==> config.mk <==
export PLATFORM = sky130hd
export DESIGN_NAME = z80_block_xfer_flat
export DESIGN_NICKNAME = d
export VERILOG_FILES = /design/src/rtl/z80_block_xfer_pkg.sv /design/src/rtl/z80_block_xfer_if.sv /design/src/rtl/z80_block_xfer_regs.sv /design/src/rtl/z80_block_xfer.sv /design/src/flat_wrapper.sv
export SDC_FILE = /design/constraint.sdc
export NUM_CORES = 1
export LEC_CHECK = 0
export ABC_AREA = 1
export BUFFER_PORTS_ARGS = -buffer_cell sky130_fd_sc_hd__buf_2
export CORE_UTILIZATION = 55
export CTS_BUF_LIST = sky130_fd_sc_hd__clkbuf_16
export CTS_CLUSTER_DIAMETER = 40
export DETAILED_ROUTE_END_ITERATION = 10
export PLACE_DENSITY = 0.89
export SLEW_MARGIN = 20
export SYNTH_ARGS = -nofsm -noshare
export SYNTH_HDL_FRONTEND = slang
export SYNTH_HIERARCHICAL = 1
export SYNTH_SLANG_ARGS = --single-unit
==> constraint.sdc <==
create_clock -name clk -period 4.8 [get_ports clk]
set_input_delay 0.72 -clock clk [delete_from_list [all_inputs] [get_ports clk]]
set_output_delay 0.72 -clock clk [all_outputs]
set_load 0.01 [all_outputs]
==> src/rtl/z80_block_xfer_pkg.sv <==
// Shared Z80 flag bit positions/masks and the block-transfer FSM state encoding.
// The optional LDIR/LDDR looping is enabled by defining Z80_BLOCK_REPEAT_EN.
package z80_block_xfer_pkg;

   localparam int FLAG_C_BIT  = 0;
   localparam int FLAG_N_BIT  = 1;
   localparam int FLAG_PV_BIT = 2;
   localparam int FLAG_X3_BIT = 3;
   localparam int FLAG_H_BIT  = 4;
   localparam int FLAG_X5_BIT = 5;
   localparam int FLAG_Z_BIT  = 6;
   localparam int FLAG_S_BIT  = 7;

   localparam logic [7:0] FLAG_C_MASK  = 8'h01;
   localparam logic [7:0] FLAG_N_MASK  = 8'h02;
   localparam logic [7:0] FLAG_PV_MASK = 8'h04;
   localparam logic [7:0] FLAG_H_MASK  = 8'h10;
   localparam logic [7:0] FLAG_Z_MASK  = 8'h40;
   localparam logic [7:0] FLAG_S_MASK  = 8'h80;

   typedef enum logic [1:0] {
      ST_IDLE  = 2'd0,
      ST_READ  = 2'd1,
      ST_WRITE = 2'd2
   } state_e;

   // LDI/LDD flag result: H and N cleared, PV reports a non-zero BC, the rest untouched.
   function automatic logic [7:0] ldx_flags(input logic [7:0] f, input logic pv);
      return (f & ~(FLAG_H_MASK | FLAG_N_MASK | FLAG_PV_MASK)) | (pv ? FLAG_PV_MASK : 8'h00);
   endfunction

endpackage

==> src/rtl/z80_block_xfer_if.sv <==
// Decoder-side request/result signals and memory bus of the block-transfer engine.
// Bus handshake: mem_rd/mem_wr hold with stable address/data until a cycle with mem_ready=1 completes them.
interface z80_block_xfer_if #(parameter int ADDR_W = 16);
   logic              start;
   logic              dir_dec;
   logic              repeat_en;
   logic [ADDR_W-1:0] bc_in;
   logic [ADDR_W-1:0] de_in;
   logic [ADDR_W-1:0] hl_in;
   logic [7:0]        f_in;
   logic              mem_rd;
   logic              mem_wr;
   logic [ADDR_W-1:0] mem_addr;
   logic [7:0]        mem_wdata;
   logic [7:0]        mem_rdata;
   logic              mem_ready;
   logic              busy;
   logic              done;
   logic [ADDR_W-1:0] bc_out;
   logic [ADDR_W-1:0] de_out;
   logic [ADDR_W-1:0] hl_out;
   logic [7:0]        f_out;

   modport master (
      input  start, dir_dec, repeat_en, bc_in, de_in, hl_in, f_in, mem_rdata, mem_ready,
      output mem_rd, mem_wr, mem_addr, mem_wdata, busy, done, bc_out, de_out, hl_out, f_out
   );

   modport slave (
      output start, dir_dec, repeat_en, bc_in, de_in, hl_in, f_in, mem_rdata, mem_ready,
      input  mem_rd, mem_wr, mem_addr, mem_wdata, busy, done, bc_out, de_out, hl_out, f_out
   );
endinterface

==> src/rtl/z80_block_xfer_regs.sv <==
// BC/DE/HL/F working registers of the block-transfer engine with the per-iteration
// decrement/step and flag update.
module z80_block_xfer_regs
   import z80_block_xfer_pkg::*;
#(
   parameter int ADDR_W = 16
) (
   input  logic              clk,
   input  logic              reset,
   input  logic              load_i,
   input  logic              step_i,
   input  logic              dir_dec_i,
   input  logic [ADDR_W-1:0] bc_i,
   input  logic [ADDR_W-1:0] de_i,
   input  logic [ADDR_W-1:0] hl_i,
   input  logic [7:0]        f_i,
   output logic [ADDR_W-1:0] bc_o,
   output logic [ADDR_W-1:0] de_o,
   output logic [ADDR_W-1:0] hl_o,
   output logic [ADDR_W-1:0] hl_next_o,
   output logic [7:0]        f_o,
   output logic              bc_next_nz_o
);
   logic [ADDR_W-1:0] bc_q, bc_d, de_q, de_d, hl_q, hl_d;
   logic [7:0]        f_q, f_d;
   logic              dir_q;
   logic              bc_nz;

   always_comb begin
      bc_d  = bc_q - ADDR_W'(1);
      de_d  = dir_q ? de_q - ADDR_W'(1) : de_q + ADDR_W'(1);
      hl_d  = dir_q ? hl_q - ADDR_W'(1) : hl_q + ADDR_W'(1);
      bc_nz = (bc_d != '0);
      f_d   = ldx_flags(f_q, bc_nz);
   end

   always_ff @(posedge clk) begin
      if (reset) begin
         bc_q  <= '0;
         de_q  <= '0;
         hl_q  <= '0;
         f_q   <= '0;
         dir_q <= 1'b0;
      end else if (load_i) begin
         bc_q  <= bc_i;
         de_q  <= de_i;
         hl_q  <= hl_i;
         f_q   <= f_i;
         dir_q <= dir_dec_i;
      end else if (step_i) begin
         bc_q <= bc_d;
         de_q <= de_d;
         hl_q <= hl_d;
         f_q  <= f_d;
      end
   end

   assign bc_o         = bc_q;
   assign de_o         = de_q;
   assign hl_o         = hl_q;
   assign hl_next_o    = hl_d;
   assign f_o          = f_q;
   assign bc_next_nz_o = bc_nz;
endmodule

==> src/rtl/z80_block_xfer.sv <==
// Z80 LDI/LDD block-transfer engine: read at HL, write at DE, then update BC/DE/HL/F.
// Define Z80_BLOCK_REPEAT_EN to honour repeat_en (LDIR/LDDR looping until BC reaches 0).
module z80_block_xfer
   import z80_block_xfer_pkg::*;
#(
   parameter int ADDR_W = 16
) (
   input  logic          clk,
   input  logic          reset,
   z80_block_xfer_if.master bus,
   output state_e        state_dbg_o
);
`ifdef Z80_BLOCK_REPEAT_EN
   localparam logic REPEAT_ALLOWED = 1'b1;
`else
   localparam logic REPEAT_ALLOWED = 1'b0;
`endif

   state_e            state_q;
   logic              mem_rd_q, mem_wr_q, busy_q, done_q, rep_q;
   logic [ADDR_W-1:0] mem_addr_q;
   logic [7:0]        mem_wdata_q;
   logic [ADDR_W-1:0] bc_w, de_w, hl_w, hl_next_w;
   logic [7:0]        f_w;
   logic              bc_next_nz, load, step, loop_go;

   assign load    = (state_q == ST_IDLE) && bus.start;
   assign step    = (state_q == ST_WRITE) && bus.mem_ready;
   assign loop_go = rep_q && bc_next_nz;

   z80_block_xfer_regs #(.ADDR_W(ADDR_W)) u_regs (
      .clk          (clk),
      .reset        (reset),
      .load_i       (load),
      .step_i       (step),
      .dir_dec_i    (bus.dir_dec),
      .bc_i         (bus.bc_in),
      .de_i         (bus.de_in),
      .hl_i         (bus.hl_in),
      .f_i          (bus.f_in),
      .bc_o         (bc_w),
      .de_o         (de_w),
      .hl_o         (hl_w),
      .hl_next_o    (hl_next_w),
      .f_o          (f_w),
      .bc_next_nz_o (bc_next_nz)
   );

   // mem_wdata_q doubles as the read-data latch between READ and WRITE.
   always_ff @(posedge clk) begin
      if (reset) begin
         state_q     <= ST_IDLE;
         mem_rd_q    <= 1'b0;
         mem_wr_q    <= 1'b0;
         busy_q      <= 1'b0;
         done_q      <= 1'b0;
         rep_q       <= 1'b0;
         mem_addr_q  <= '0;
         mem_wdata_q <= '0;
      end else begin
         done_q <= 1'b0;
         case (state_q)
            ST_IDLE: begin
               if (bus.start) begin
                  state_q    <= ST_READ;
                  mem_rd_q   <= 1'b1;
                  busy_q     <= 1'b1;
                  mem_addr_q <= bus.hl_in;
                  rep_q      <= bus.repeat_en && REPEAT_ALLOWED;
               end
            end
            ST_READ: begin
               if (bus.mem_ready) begin
                  state_q     <= ST_WRITE;
                  mem_rd_q    <= 1'b0;
                  mem_wr_q    <= 1'b1;
                  mem_addr_q  <= de_w;
                  mem_wdata_q <= bus.mem_rdata;
               end
            end
            ST_WRITE: begin
               if (bus.mem_ready) begin
                  mem_wr_q <= 1'b0;
                  if (loop_go) begin
                     state_q    <= ST_READ;
                     mem_rd_q   <= 1'b1;
                     mem_addr_q <= hl_next_w;
                  end else begin
                     state_q <= ST_IDLE;
                     busy_q  <= 1'b0;
                     done_q  <= 1'b1;
                  end
               end
            end
            default: state_q <= ST_IDLE;
         endcase
      end
   end

   assign bus.mem_rd    = mem_rd_q;
   assign bus.mem_wr    = mem_wr_q;
   assign bus.mem_addr  = mem_addr_q;
   assign bus.mem_wdata = mem_wdata_q;
   assign bus.busy      = busy_q;
   assign bus.done      = done_q;
   assign bus.bc_out    = bc_w;
   assign bus.de_out    = de_w;
   assign bus.hl_out    = hl_w;
   assign bus.f_out     = f_w;
   assign state_dbg_o   = state_q;
endmodule

==> src/flat_wrapper.sv <==
// flat-port wrapper written by rule: the top's interface ports become plain ports
module z80_block_xfer_flat import z80_block_xfer_pkg::*;
#(
   parameter int ADDR_W = 16
)
  (clk, reset, state_dbg_o, bus_start, bus_dir_dec, bus_repeat_en, bus_bc_in, bus_de_in, bus_hl_in, bus_f_in, bus_mem_rdata, bus_mem_ready, bus_mem_rd, bus_mem_wr, bus_mem_addr, bus_mem_wdata, bus_busy, bus_done, bus_bc_out, bus_de_out, bus_hl_out, bus_f_out);
  z80_block_xfer_if #(.ADDR_W(ADDR_W)) bus_i ();
  input  logic clk;
  input  logic reset;
  output state_e state_dbg_o;
  input wire logic [$bits(bus_i.start)-1:0] bus_start;
  input wire logic [$bits(bus_i.dir_dec)-1:0] bus_dir_dec;
  input wire logic [$bits(bus_i.repeat_en)-1:0] bus_repeat_en;
  input wire logic [$bits(bus_i.bc_in)-1:0] bus_bc_in;
  input wire logic [$bits(bus_i.de_in)-1:0] bus_de_in;
  input wire logic [$bits(bus_i.hl_in)-1:0] bus_hl_in;
  input wire logic [$bits(bus_i.f_in)-1:0] bus_f_in;
  input wire logic [$bits(bus_i.mem_rdata)-1:0] bus_mem_rdata;
  input wire logic [$bits(bus_i.mem_ready)-1:0] bus_mem_ready;
  output wire logic [$bits(bus_i.mem_rd)-1:0] bus_mem_rd;
  output wire logic [$bits(bus_i.mem_wr)-1:0] bus_mem_wr;
  output wire logic [$bits(bus_i.mem_addr)-1:0] bus_mem_addr;
  output wire logic [$bits(bus_i.mem_wdata)-1:0] bus_mem_wdata;
  output wire logic [$bits(bus_i.busy)-1:0] bus_busy;
  output wire logic [$bits(bus_i.done)-1:0] bus_done;
  output wire logic [$bits(bus_i.bc_out)-1:0] bus_bc_out;
  output wire logic [$bits(bus_i.de_out)-1:0] bus_de_out;
  output wire logic [$bits(bus_i.hl_out)-1:0] bus_hl_out;
  output wire logic [$bits(bus_i.f_out)-1:0] bus_f_out;
  assign bus_i.start = bus_start;
  assign bus_i.dir_dec = bus_dir_dec;
  assign bus_i.repeat_en = bus_repeat_en;
  assign bus_i.bc_in = bus_bc_in;
  assign bus_i.de_in = bus_de_in;
  assign bus_i.hl_in = bus_hl_in;
  assign bus_i.f_in = bus_f_in;
  assign bus_i.mem_rdata = bus_mem_rdata;
  assign bus_i.mem_ready = bus_mem_ready;
  assign bus_mem_rd = bus_i.mem_rd;
  assign bus_mem_wr = bus_i.mem_wr;
  assign bus_mem_addr = bus_i.mem_addr;
  assign bus_mem_wdata = bus_i.mem_wdata;
  assign bus_busy = bus_i.busy;
  assign bus_done = bus_i.done;
  assign bus_bc_out = bus_i.bc_out;
  assign bus_de_out = bus_i.de_out;
  assign bus_hl_out = bus_i.hl_out;
  assign bus_f_out = bus_i.f_out;
  z80_block_xfer #(.ADDR_W(ADDR_W)) u_core (.clk(clk), .reset(reset), .bus(bus_i), .state_dbg_o(state_dbg_o));
endmodule
---- Word-level counts from Yosys, hierarchy flattened ----
Index checks and enable logic that the tools add are counted.
storage, ports and cells
  logic and storage cells ................. 63
  output and inout bits ................... 86
  flip-flop bits (word level) ............. 87
  input port bits ......................... 70
cells by class
  eq/ne operators ......................... 5
  muxes and demuxes ....................... 24
  add/sub/neg operators ................... 5
  reductions and logical operators ........ 14
  bitwise logic cells ..................... 3
operator list
  kind                                                                   count
  16-bit two-way mux                                                     10
  16-bit by 1-bit subtractor with 16-bit output, second input constant   3
  16-bit by 1-bit adder with 16-bit output, second input constant        2
  16-bit one-hot mux with 2 select lines                                 1
  8-bit two-way mux                                                      2
  16-bit nonzero test                                                    1
  3-bit AND reduction                                                    3
  8-bit by 3-bit bitwise OR with 8-bit output                            1
  2-bit two-way mux                                                      3
  2-bit != test, second input constant                                   3
  1-bit one-hot mux with 2 select lines                                  3
  2-bit one-hot mux with 3 select lines                                  1
  2-bit nonzero test                                                     3
  5-bit AND reduction                                                    1
  1-bit two-way mux                                                      3
  3-bit two-way mux                                                      1
  3-bit nonzero test                                                     1
  3-bit OR reduction                                                     1
  2-bit by 1-bit equality test with 1-bit output, second input constant  1
  2-bit equality test, second input constant                             1
  1-bit logical AND                                                      2
  2-bit logical NOT                                                      1
  1-bit NOT                                                              2
  2-bit AND reduction                                                    1

---- Longest topological paths before layout ----
  depth after elaboration ................. 6
  mapped depth ............................ 13
  depth with buffers taken out ............ 13

---- Hierarchy ----
The synthesis kept the hierarchy.
by module, submodules not included
  module               instances  cells each  seq. area each (µm²)  area an instance (µm²)
  z80_block_xfer_regs  1          669         1,141.1               4,324.1
  z80_block_xfer       1          222         600.6                 1,448.9

---- Least setup slack after synthesis ----
OpenSTA, ideal clock, no wires.
  kind .................................... reg2reg
  start ................................... reg u_core.u_regs.dir_q
  end ..................................... reg u_core.u_regs.hl_q[10], in the netlist u_core/u_regs/hl_o[10]
  period minus slack after synthesis ...... 2,326 ps
  buffers on the path ..................... 0
  data arrival time ....................... 2,256 ps
  library setup time ...................... 70 ps
  path slack .............................. 2,474 ps
  required time ........................... 4,730 ps
  cell stages (with the launch flop) ...... 11
  cell sequence ........................... dfxtp_1 inv_1 fa_1 o21ai_2 nand2_1 nand2_2 nand2_1 nand2_2 xor2_2 nand2_1 a21oi_1
between the ends
  word-level cells in the longest chain between the ends .. 3
RTL lines
  what                      line                       RTL
  start, declared           z80_block_xfer_regs.sv:26  logic dir_q;
  start signal, assigned    z80_block_xfer_regs.sv:49  dir_q <= dir_dec_i;
  16-bit two-way mux        z80_block_xfer_regs.sv:32  hl_d = dir_q ? hl_q - ADDR_W'(1) : hl_q + ADDR_W'(1);
  via u_core.hl_next_w[10]  z80_block_xfer.sv:23       logic [ADDR_W-1:0] bc_w, de_w, hl_w, hl_next_w;
  16-bit two-way mux        z80_block_xfer_regs.sv:50  end else if (step_i) begin
  16-bit two-way mux        z80_block_xfer_regs.sv:44  end else if (load_i) begin
  end signal, assigned      z80_block_xfer_regs.sv:47  hl_q <= hl_i;
  end signal, assigned      z80_block_xfer_regs.sv:53  hl_q <= hl_d;
  end, declared             z80_block_xfer_regs.sv:24  logic [ADDR_W-1:0] bc_q, bc_d, de_q, de_d, hl_q, hl_d;
The timed path passes the listed nets, and every way through them passes these cells. The select of a mux whose other input is x is not followed.
A chain may end at the register's enable or synchronous reset.

---- Worst setup path after layout ----
  start ................................... in bus_start
  end ..................................... reg u_core.u_regs.de_q[0], in the netlist u_core/u_regs/de_o[0]
between the ends
  word-level cells in the longest chain between the ends .. 2
  elaborated cells between the ends (all ways) .. 3
  those cells by class .................... 1 x mux; 2 x reduce/logical
RTL lines
  what                                                      line                       RTL
  start, declared                                           flat_wrapper.sv:11         input wire logic [$bits(bus_i.start)-1:0] bus_start;
  1-bit logical AND *                                       z80_block_xfer.sv:27       assign load = (state_q == ST_IDLE) && bus.start;
  via u_core.load                                           z80_block_xfer.sv:25       logic bc_next_nz, load, step, loop_go;
  16-bit two-way mux or 2-bit nonzero test (tied branches)  -
  end signal, assigned                                      z80_block_xfer_regs.sv:46  de_q <= de_i;
  end, declared                                             z80_block_xfer_regs.sv:24
Mark *: on every way through the listed nets, which the timed path passes. The rest lies on a longest branch.

==> impl_metrics.py <==
metrics = {
    "clock_tree": {
        "htree_levels": 3,
        "cts_hold_buf": 0,
        "cts_tree": "done",
        "cts_buffers": 9,
        "worstSkewPairLatency_ps": 340,
        "postCtsSetupRepairBufs": 0,
        "cts-resized-gates": 0,
        "clockBufferDepth": 2,
        "cts_root_buffer": "clkbuf_16",
        "cts.sinks": 87,
        "path_clk_slew_ps": 70,
    },
    "power": {
        "p_leak_uw": 0.003611,
        "power_density_mw_per_mm2": 304.2,
        "ir_worst_vdd_mv": 0.1737,
        "power_uw": 2064,
    },
    "hold_path": {
        "hold_class": "register to register",
    },
    "synth": {
        "syn_nets": 984,
        "synthesis.area_mm2": 0.005723,
        "yosys_warnings": 6,
        "syn_inst": 882,
        "avgSynthCellArea_um2": 6.489,
    },
    "layout": {
        "area_growth_pct": 18.52,
        "nets": 1119,
        "n_fill_cell": 912,
        "drive_gt1_share_pct": 19.96,
        "antenna_cells": 0,
        "fin_cells": 1155,
    },
    "floorplanning": {
        "die_y_um": 104.0,
        "die_w_um": 104.0,
        "dieArea_mm2": 0.01082,
        "initial_core_util_pct": 57.75,
        "ios": 156,
        "core_area_mm2": 0.009910,
        "rows": 36,
    },
    "route": {
        "via_per_inst": 5.489,
        "post-route-drc-count": 0,
        "dr_total_vias": 6340,
        "first_iter_violations": 532,
        "wl_um": 16230,
        "drt-pass1-iter-count": 5,
        "wl_per_cell_um": 14.05,
        "ant_nets": 0,
    },
    "place": {
        "dp_hpwl_um": 11400,
        "place_inst": 1139,
        "numPortBuffers": 154,
        "gp_congestion": 0.9314,
    },
    "critical_path": {
        "max_stage_delay_ps": 540,
        "worst-path-buf-inv": 6,
        "arrival_ps": 3280,
        "crit_family": "buffers and inverters",
        "cp_max_fo": 27,
        "critPathSlowestCell": "nand2_1",
        "critPathKind": "input pin to register",
        "cp-start-kind": "input pin",
        "end_kind": "register",
        "cp_data_required_time_ps": 5090,
        "worstPathCellList": "buf_2, nand2_1, inv_2, inv_1, nand2_1, inv_1, buf_4, a22oi_1, o21ai_0, nand2_1, inv_1",
    },
    "sta": {
        "hold_viol": 0,
        "fin_crit_sh_pct": 62.13,
        "rsz0062_at_grt": "false",
        "skew_ps": 9.795,
        "drv_slew": 0,
        "max_freq_ghz": 0.3353,
        "max_slew_margin_pct": 47.66,
        "setup_violations": 0,
        "tns_ps": 0,
        "tightest_slew_ps": 783.2,
        "fin_crit_ps": 2982,
    },
    "global_routing": {
        "grt_pass1_vias": 5774,
        "antenna_found_initial": 0,
        "grt_pass1_wl_um": 26660,
        "grt_max_degree": 58,
        "grt_overflow": 0,
        "track_usage_pct": 30.12,
    },
    "flow_run": {
        "cap_violations": 0,
    },
    "outcome": {
        "status": "finished clean",
    },
}
[sequential cells by signal, summed over array words and instances (netlist names)]
name	flops
u_core/state_dbg_o	2
u_core/bus.done	1
u_core/u_regs/hl_o	16
u_core/u_regs/de_o	16
u_core/u_regs/f_o	8
u_core/bus.mem_addr	16
u_core/bus.mem_wr	1
u_core/bus.busy	1
u_core/bus.mem_wdata	8
u_core/u_regs/bc_o	16
u_core/u_regs/dir_q	1
u_core/bus.mem_rd	1
[per-stage QoR]
| step | util, % | setup slack (ps) | hold slack (ps) | instance area [µm²] |
|---|---|---|---|---|
| after floorplan | - | 2474 | 476.8 | 5723 |
| after global placement | 65.69 | 1627 | 446.5 | 6510 |
| after global routing | 68.45 | 1643 | 483.3 | 6783 |
| after CTS | 68.45 | 1890 | 460.0 | 6783 |
| after detailed placement | 65.69 | 1557 | 449.6 | 6510 |
| final | 68.45 | 1818 | 458.3 | 6783 |
[final timing paths]
check	start	endpoint	slack (ps)	cells past startpoint
worst min register to register	u_core/bus.mem_wdata[6]	u_core/bus.mem_wdata[6]	460	2
worst max register to register	u_core/state_dbg_o[1]	u_core/u_regs/de_o[0]	1840	11
worst min-delay path	u_core/bus.mem_wdata[6]	u_core/bus.mem_wdata[6]	460	2
worst max-delay path	bus_start	u_core/u_regs/de_o[0]	1820	11
[cell usage in the layout, fill, tap and decap left out, types with 18 or more instances in the layout]
cell,instances
o21ai_0,24
inv_1,89
nand3_1,72
ha_1,30
nor2_1,91
buf_2,154
a31oi_1,29
dfxtp_1,87
a22oi_1,18
a21oi_1,57
nand2_1,271
[metal layers]
layer / track usage [%] / routed length (µm) / part of all wire [%]
met2: 48.71 / 7168 / 44
met1: 39.25 / 7243 / 45
met5: 0 / 0 / 0
met4: 13.16 / 532 / 3.3
met3: 5.388 / 1284 / 7.9
[worst register-to-register path: stages, from the launching register on]
cell     delay, ps
dfxtp_1        380
nor2_1          80
nand2_1        550
inv_2           70
inv_1          240
nand2_1        370
inv_1          470
buf_4          410
a22oi_1        110
o21ai_0        110
nand2_1         70
inv_1           50
[area by class of cell]
class                      count  area [µm²]  share of cell area [%]
tap                          133       166.4                   2.453
inverter                      90       337.8                   4.981
sequential                    87        1742                   25.68
multi-input combinational    669        3448                   50.84
timing repair buffer         160       815.8                   12.03
clock buffer                   9       225.2                   3.320
clock inverter                 7       47.55                  0.7010
[power by group]
part,total (µW),leakage [µW],internal [µW],switching [µW]
logic,583,0.00277,214,370
registers,824,0.000716,777,46.8
clock network,656,0.000127,351,305
Note: power is estimated with default switching activity, not from simulation.
